<file path="src/rtl/elelock_ctrl.sv">
// Attempt sequencer for the electronic lock: counts digit strobes, gates the unlock window,
// clears the key register on abort/timeout/check and escalates wrong codes into a timed lockout.
module elelock_ctrl #(
    parameter int unsigned DIGITS      = 4,
    parameter int unsigned MAX_FAIL    = 3,
    parameter int unsigned ENTRY_TMO   = 16,
    parameter int unsigned LOCKOUT_CYC = 64
) (
    input  logic                            ck,
    input  logic                            reset_n,
    input  logic                            key_stb,
    input  logic                            match,
    input  logic                            lock,
    input  logic                            close,
    output logic                            key_inhibit,
    output logic                            key_clr,
    output logic                            unlock_en,
    output logic                            alarm,
    output logic [$clog2(MAX_FAIL+1)-1:0]   fail_cnt,
    output logic [1:0]                      state
);

    localparam int unsigned FW      = $clog2(MAX_FAIL + 1);
    localparam int unsigned CW      = $clog2(DIGITS + 1);
    localparam int unsigned TMR_MAX = (ENTRY_TMO > LOCKOUT_CYC) ? ENTRY_TMO : LOCKOUT_CYC;
    localparam int unsigned TW      = $clog2(TMR_MAX);

    typedef enum logic [1:0] {
        StIdle    = 2'd0,
        StEntry   = 2'd1,
        StCheck   = 2'd2,
        StLockout = 2'd3
    } state_e;

    state_e          state_q, state_d;
    logic [CW-1:0]   cnt_q, cnt_d;
    logic [TW-1:0]   tmr_q, tmr_d;
    logic [FW-1:0]   fail_q, fail_d;
    logic            clr_q, clr_d;
    logic [FW-1:0]   fail_inc;
    logic            stb;

    always_ff @(posedge ck or negedge reset_n) begin
        if (!reset_n) begin
            state_q <= StIdle;
            cnt_q   <= '0;
            tmr_q   <= '0;
            fail_q  <= '0;
            clr_q   <= 1'b0;
        end else begin
            state_q <= state_d;
            cnt_q   <= cnt_d;
            tmr_q   <= tmr_d;
            fail_q  <= fail_d;
            clr_q   <= clr_d;
        end
    end

    always_comb begin
        state_d  = state_q;
        cnt_d    = cnt_q;
        tmr_d    = tmr_q;
        fail_d   = fail_q;
        clr_d    = 1'b0;
        fail_inc = (fail_q == FW'(MAX_FAIL)) ? fail_q : fail_q + FW'(1);
        // The datapath drops a strobe that lands on key_clr, so the count must too.
        stb      = key_stb & ~clr_q;

        case (state_q)
            StIdle: begin
                if (stb && lock) begin
                    state_d = StEntry;
                    cnt_d   = CW'(1);
                    tmr_d   = '0;
                end
            end
            StEntry: begin
                if (close || !lock) begin
                    state_d = StIdle;
                    clr_d   = 1'b1;
                    cnt_d   = '0;
                    tmr_d   = '0;
                end else if (stb) begin
                    cnt_d = cnt_q + CW'(1);
                    tmr_d = '0;
                    if (cnt_q + CW'(1) == CW'(DIGITS)) begin
                        state_d = StCheck;
                    end
                end else if (tmr_q == TW'(ENTRY_TMO - 1)) begin
                    state_d = StIdle;
                    clr_d   = 1'b1;
                    cnt_d   = '0;
                    tmr_d   = '0;
                end else begin
                    tmr_d = tmr_q + TW'(1);
                end
            end
            StCheck: begin
                clr_d = 1'b1;
                cnt_d = '0;
                if (match) begin
                    state_d = StIdle;
                    fail_d  = '0;
                end else begin
                    fail_d = fail_inc;
                    if (fail_inc == FW'(MAX_FAIL)) begin
                        state_d = StLockout;
                        tmr_d   = '0;
                    end else begin
                        state_d = StIdle;
                    end
                end
            end
            StLockout: begin
                if (tmr_q == TW'(LOCKOUT_CYC - 1)) begin
                    state_d = StIdle;
                    fail_d  = '0;
                    tmr_d   = '0;
                end else begin
                    tmr_d = tmr_q + TW'(1);
                end
            end
            default: state_d = StIdle;
        endcase
    end

    always_comb begin
        key_inhibit = (state_q == StCheck) || (state_q == StLockout);
        unlock_en   = (state_q == StCheck);
        alarm       = (state_q == StLockout);
        key_clr     = clr_q;
        fail_cnt    = fail_q;
        state       = state_q;
    end

endmodule

</file>
<file path="config.mk">
export PLATFORM = sky130hd
export DESIGN_NAME = elelock_ctrl
export DESIGN_NICKNAME = d
export VERILOG_FILES = /design/src/rtl/elelock_ctrl.sv
export SDC_FILE = /design/constraint.sdc
export NUM_CORES = 1
export LEC_CHECK = 0
export CORE_MARGIN = 2
export CORE_UTILIZATION = 45
export DETAILED_ROUTE_END_ITERATION = 8
export PLACE_DENSITY = 0.78
export SYNTH_ARGS = -nofsm -noshare
export SYNTH_HDL_FRONTEND = slang
export SYNTH_SLANG_ARGS = --single-unit
export TNS_END_PERCENT = 5
</file>
<file path="constraint.sdc">
create_clock -name ck -period 4.26 [get_ports ck]
set_input_delay 0.639 -clock ck [delete_from_list [all_inputs] [get_ports ck]]
set_output_delay 0.639 -clock ck [all_outputs]
set_load 0.03 [all_outputs]
</file>
==> results.md, run 1 <==
- Port bufs: 13
- CP cell instances: inv_1 > ha_1 > nor2_1 > inv_1 > clkdlybuf4s50_1
- Commonest cells in the netlist: dfrtp_1, nand2_1, nor2_1
- CTS Buf Count: 3
- First-pass GRT wire length: 3380 um
- Final worst setup slack: 1.55 ns
- RSZ-0062 raised after global routing: no
- Largest family of logic cells by synthesized area: compound AO/OA/AOI/OAI gates
- Fin. Hold Viols: 0
- Clock Latency Late Sink: between 0.2 and 0.3 ns
- Routability cong.: 0.796
- Root Driver: clkbuf_4
- Most frequent cell after synthesis: dfrtp_1
- Remaining global-route overflow: 0
- Worst Setup End Kind: primary output
- Mux share of post-synthesis cell area: 4.50%
- Final Slew Violations: 0
- DRT antenna net count: 0
- IO Pins: 14
- Area growth syn-to-layout: 20.6%
- Post-synthesis sequential area ratio: 36.0%
- 1st-pass router iterations: 4
- Slowest stage cell, crit path: clkdlybuf4s50_1
- CTS clk-pin slew, worst paths: ~0.080 ns
- Primary FF master, synth: dfrtp_1
- Post-Synth XOR/XNOR Area: 0.901%
- Worst R2R Start: state[1]
- Top post-synthesis cells by area: dfrtp_1, ha_1, nand2_1
- Synth top area share: 36.0%
- Average wire per standard cell: 13.7 um
- Fillers: between 150 and 200
- Worst Path Required: roughly 3.6 ns
- Final WL: 1980 um
- Num rows: 16
- Max-cap check violation count: 0
- Worst Tran Pin Value: about 0.66 ns
- CTS Buffer Depth: 2
- Outcome: finished clean
- Worst Hold Class: reg2reg
- Synth cell types: 37
- Max incr delay on CP: 0.60 ns
- Post-CTS Hold Buffers: 0
- Die Area: 2550 um^2
- Die Width: between 50 and 60 um
- Post-synth top area cell: dfrtp_1
- Fin Setup TNS: 0 ns
- Startpoint types: flop
- Critical path endpoint: key_inhibit
- Setup crit start: state[0]
- Antenna cells: 0
- DRC errors left: 0
- Starting Density: 48.6%
- Synth Area in Compound Gates: 23.3%
- Power Density: 507 nW/um^2
- Mapped Nets: 114
- Leak: 0.000475 uW
- Max H-tree Level: 1
- Post-synth EDFFs: 0
- Synth Warn #: 0
- Layout cells sized above 1: between 10% and 20%
- Die Ht: 50.5 um
- Postcts setup bufs: 0
- Core Area: 2000 um^2
- Vias per cell: 5.36
- Worst slack, placed: 1.86 ns
- Slew margin rel.: roughly 56%
- Ys async rst share: 100%
- Simple-Gate Fraction of Synth Area: 22.3%
- Drt initial violations: 23
- Clock Sinks: 14
- CP max FO: 7
- Adder-Cell Fraction of Synth Area: 10.3%
- Layout Nets: 132
- Gate Count Post-Synth: 100
- Cts repair resizes: 0
- Most frequent CP cell: inv_1
- CTS tree: done
- Highest clock rate: 0.369 GHz
- Vias: roughly 770
- Fin crit share: 63.6%
- Peak VDD IR: 0.000353 V
- Post-DP HPWL: 1540 um
- Vias in the first global route: 739
- Tmin final: 2.71 ns
- Critical path class: reg2out
- Largest net degree at the start of global routing: 15
- Reg2reg end: cnt_q[0]
- Initial antenna violation count: 0
- Synthesized area per cell: 9.72 um^2
- Total GRT Usage: 17.8%
- Worst reg2reg path depth: 6
- Setup Skew: 0.000757 ns
- Register bit total from synthesis: 14
- Mapped Area: 972 um^2
- Worst Path Arrival: 2.07 ns
- Final Setup Violations: 0
- Flop2flop setup slack: 2.32 ns
-- area by class of cell --
type | count | area [um^2] | share of cell area, %
multi-input cells | 79 | 596 | 50.8
flip-flops and latches | 14 | 350 | 29.9
repair buffers | 13 | 130 | 11.1
clock buffers | 4 | 36.3 | 3.09
well taps | 27 | 33.8 | 2.88
inverters | 7 | 26.3 | 2.24
-- logic make-up after synthesis --
kind of cell               count (synthesis)
and+or+nand+nor                           41
muxes                                      4
adders and majority gates                  8
xor gates and xnor gates                   1
AOI/OAI and AO/OA                         25
buffers and inverters                      7
DFF                                       14
-- registers in the layout, indices dropped and copies added, names as in the netlist --
name	cells
key_clr	1
fail_cnt	2
state	2
tmr_q	6
cnt_q	3
-- worst min-delay path by stage --
stage | start | end | slack [ns] | depth (start not counted)
global route | tmr_q[1] | tmr_q[1] | 0.56 | 2
detailed placement | tmr_q[1] | tmr_q[1] | 0.51 | 2
floorplan | reset_n | cnt_q[0] | 0.34 | 0
CTS | tmr_q[0] | tmr_q[0] | 0.53 | 1
global placement | tmr_q[1] | tmr_q[1] | 0.50 | 2
finish | tmr_q[0] | tmr_q[0] | 0.53 | 1
-- critical path, delay by kind of cell, from the launching register on --
family / cells / cell delay [ns]
buffers and inverters: 3 / 0.79
flip-flops: 1 / 0.41
adder cells (fa/ha/maj): 1 / 0.30
AND/OR/NAND/NOR: 1 / 0.27
-- per-layer routing --
layer  GRT usage (%)  part of all wire, %  vias to the layer above
met2            28.3                   48                       12
li1                -                    -                      400
met4            6.76                  1.6                        0
met5               0                    0                        -
met3            4.46                  3.1                        4
met1            23.3                   47                      356
-- layout by cell type (no fill, tap or decap), types with 2 or more instances in the layout --
master           instances
o21ai_0                  5
ha_1                     8
nand2b_1                 2
clkdlybuf4s50_1         13
nor2_1                   9
nor2b_1                  2
dfrtp_1                 14
mux2_2                   2
a21oi_1                  3
o41ai_1                  2
nand3_1                  5
nand3b_1                 3
clkbuf_4                 3
and2_1                   3
o211ai_1                 3
nand2_1                 10
inv_1                    7
-- power breakdown --
part / total, uW / internal [uW] / switching, uW
clock: 98.3 / 52.1 / 46.2
combinational: 302 / 134 / 169
sequential: 194 / 163 / 30.9
total: 594 / 349 / 246
-- through the flow --
stage / util [%] / hold WS [ns] / cell area, um^2 / std cells / total power [uW]
6_report: 58.6 / 0.531 / 1170 / 144 / 594
5_1_grt: 58.6 / 0.559 / 1170 / 144 / 637
4_1_cts: 58.6 / 0.535 / 1170 / 144 / 598
3_5_place_dp: 56.8 / 0.514 / 1140 / 140 / 498
3_3_place_gp: 56.8 / 0.500 / 1140 / 140 / 490
2_1_floorplan: - / 0.343 / 972 / 100 / 400
Power figures use the tool's default switching activity.
==> run 2: changes to the inputs <==
Clock period 4.26 ns to 2.5 ns, I/O delays scaled along.
==> results.md, run 2 (same netlist as run 1, synthesis figures left out) <==
- First-pass GRT wire length: 3740 um (+11%)
- Die Area: 2550 um^2 (unchanged)
- Final WL: 2130 um (+7.4%)
- Core Area: 2000 um^2 (unchanged)
- Vias per cell: 5.59 (+4.2%)
- Setup Skew: 0.00645 ns (+0.00570 ns)
- Final Setup Violations: 0 (unchanged)
- DRT antenna net count: 0 (unchanged)
- Net switching power figure: 425 uW (+73%)
- Flop2flop setup slack: 0.59 ns (-1.73 ns)
- Regs by FF count: tmr_q x6, cnt_q x3
- Max-cap check violation count: 0 (unchanged)
- Antenna cells: 0 (unchanged)
- Slew margin rel.: 56.9% (+0.81 points)
- Drt initial violations: 9 (-61%)
- Fin. Hold Viols: 0 (unchanged)
- Clock Sinks: 14 (unchanged)
- Worst Path Required: 2.12 ns (-1.50 ns)
- Highest clock rate: 0.420 GHz
- Vias: 810 (+4.9%)
- Fin crit share: approximately 95%
- Worst R2R Start: state[1]
- Fin Setup TNS: 0 ns (unchanged)
- CTS Buf Count: 3 (unchanged)
- Worst Hold Class: in2async
- Power Density: 873 nW/um^2 (+72%)
- Commonest non-fill, non-tap cell in the layout: dfrtp_1
- CTS Buffer Depth: 2 (unchanged)
- Port bufs: 13 (unchanged)
- Post-CTS Hold Buffers: 0 (unchanged)
- CTS clk-pin slew, worst paths: 0.10 ns (+0.02 ns)
- Most flop-heavy register: tmr_q
- IO Pins: 14 (unchanged)
- Routability cong.: 0.811 (+1.9%)
- Num rows: 16 (unchanged)
- Postcts setup bufs: 0 (unchanged)
- Reg2reg end: cnt_q[0]
- Initial antenna violation count: 0 (unchanged)
- RSZ-0062 raised after global routing: no
- Clock share of power: 16.9% (+0.4 points)
- Net Sw Frac: 41.2% (-0.17 points)
- Starting Density: 48.6% (unchanged)
- Largest net degree at the start of global routing: 15 (unchanged)
- Peak VDD IR: 0.000747 V (+110%)
- Worst Setup End Kind: primary output
- Logic pwr share: 51.2% (+0.4 points)
- Max H-tree Level: 1 (unchanged)
- Clock Latency Late Sink: 0.30 ns (about the same)
- Worst Path Arrival: 2.00 ns (-0.07 ns)
- Outcome: finished clean
- Worst slack, placed: 0.350 ns (-1.51 ns)
- Area growth syn-to-layout: 21.6%
- Critical path class: reg2out
- Total GRT Usage: 19.9% (+2.1 points)
- Die Ht: 50.5 um (unchanged)
- Most frequent cells in the layout: dfrtp_1, clkdlybuf4s50_1, nand2_1
- Seq pwr share: 31.9% (-0.7 points)
- Vias in the first global route: 823 (+11%)
- Die Width: 50.5 um (unchanged)
- Cts repair resizes: 0 (unchanged)
- Post-DP HPWL: 1630 um (+6.0%)
- Worst reg2reg path depth: 6 (unchanged)
- Tmin final: between 2 and 2.5 ns
- Final Slew Violations: 0 (unchanged)
- Internal Power: 607 uW (+74%)
- Root Driver: clkbuf_4
- Startpoint types: flop
- Average wire per standard cell: 14.7 um (+6.6%)
- CP max FO: 7 (unchanged)
- Max reg flops: 6 (unchanged)
- Layout Nets: 133 (+0.76%)
- Layout cells sized above 1: 12.7% (+1.6 points)
- CTS tree: done
- Final worst setup slack: 0.121 ns (-1.43 ns)
- DRC errors left: 0 (unchanged)
- Worst Tran Pin Value: 0.645 ns (-0.0122 ns)
- Leak: 0.000481 uW (+1.2%)
- Remaining global-route overflow: 0 (unchanged)
- 1st-pass router iterations: 4 (unchanged)
## run 2: changes by cell type in the layout (fill, tap and decap cells not counted)
cell and delta:
nor2_1 -1, buf_4 +1, nor2_2 +1
## run 2: how the worst max path moves through the flow
stage / cells past startpoint / slack, ns / to / from
final: 5 / 0.12 / key_inhibit / state[0]
after global routing: 5 / 0.03 / key_inhibit / state[0]
after CTS: 5 / 0.07 / key_inhibit / state[0]
after detailed placement: 5 / 0.35 / state[1] / key_stb
after global placement: 5 / 0.41 / state[1] / key_stb
after floorplan: 5 / 0.49 / state[1] / state[0]
## run 2: layout make-up
class,instances,area (um^2)
clock buffers,4,36.3
fillers,176,820
inverters,7,26.3
multi-input cells,79,598
flip-flops and latches,14,350
well taps,27,33.8
repair buffers,14,138
## run 2: metrics by stage
| step | instance area [um^2] | power (uW) | hold slack (ns) | instances | util, % |
|---|---|---|---|---|---|
| after floorplan | 972 | 682 | 0.0794 | 100 | - |
| after global placement | 1140 | 849 | 0.503 | 141 | 57.1 |
| after detailed placement | 1140 | 862 | 0.512 | 141 | 57.1 |
| after CTS | 1180 | 1040 | 0.491 | 145 | 58.9 |
| after global routing | 1180 | 1110 | 0.519 | 145 | 59.1 |
| final | 1180 | 1030 | 0.466 | 145 | 59.1 |
## run 2: worst max-delay path, stage by stage (launching register included)
cell,delay [ns]
dfrtp_1,0.43
inv_1,0.12
ha_1,0.33
nor2_2,0.10
inv_1,0.06
clkdlybuf4s50_1,0.66
## run 2: metal layers
| layer | global-route usage, % | vias up | share of wire (%) |
|---|---|---|---|
| li1 | - | 404 | - |
| met1 | 26.3 | 385 | 48 |
| met2 | 31.8 | 17 | 47 |
| met3 | 2.98 | 4 | 3.2 |
| met4 | 9.46 | 0 | 1.9 |
| met5 | 0 | - | 0 |
## run 2: power groups by stage
stage | logic, uW | clock network, uW | registers [uW]
2_1_floorplan | 290 | 0 | 393
3_3_place_gp | 517 | 0 | 331
3_5_place_dp | 527 | 0 | 335
4_1_cts | 530 | 177 | 330
5_1_grt | 580 | 185 | 341
6_report | 528 | 174 | 330
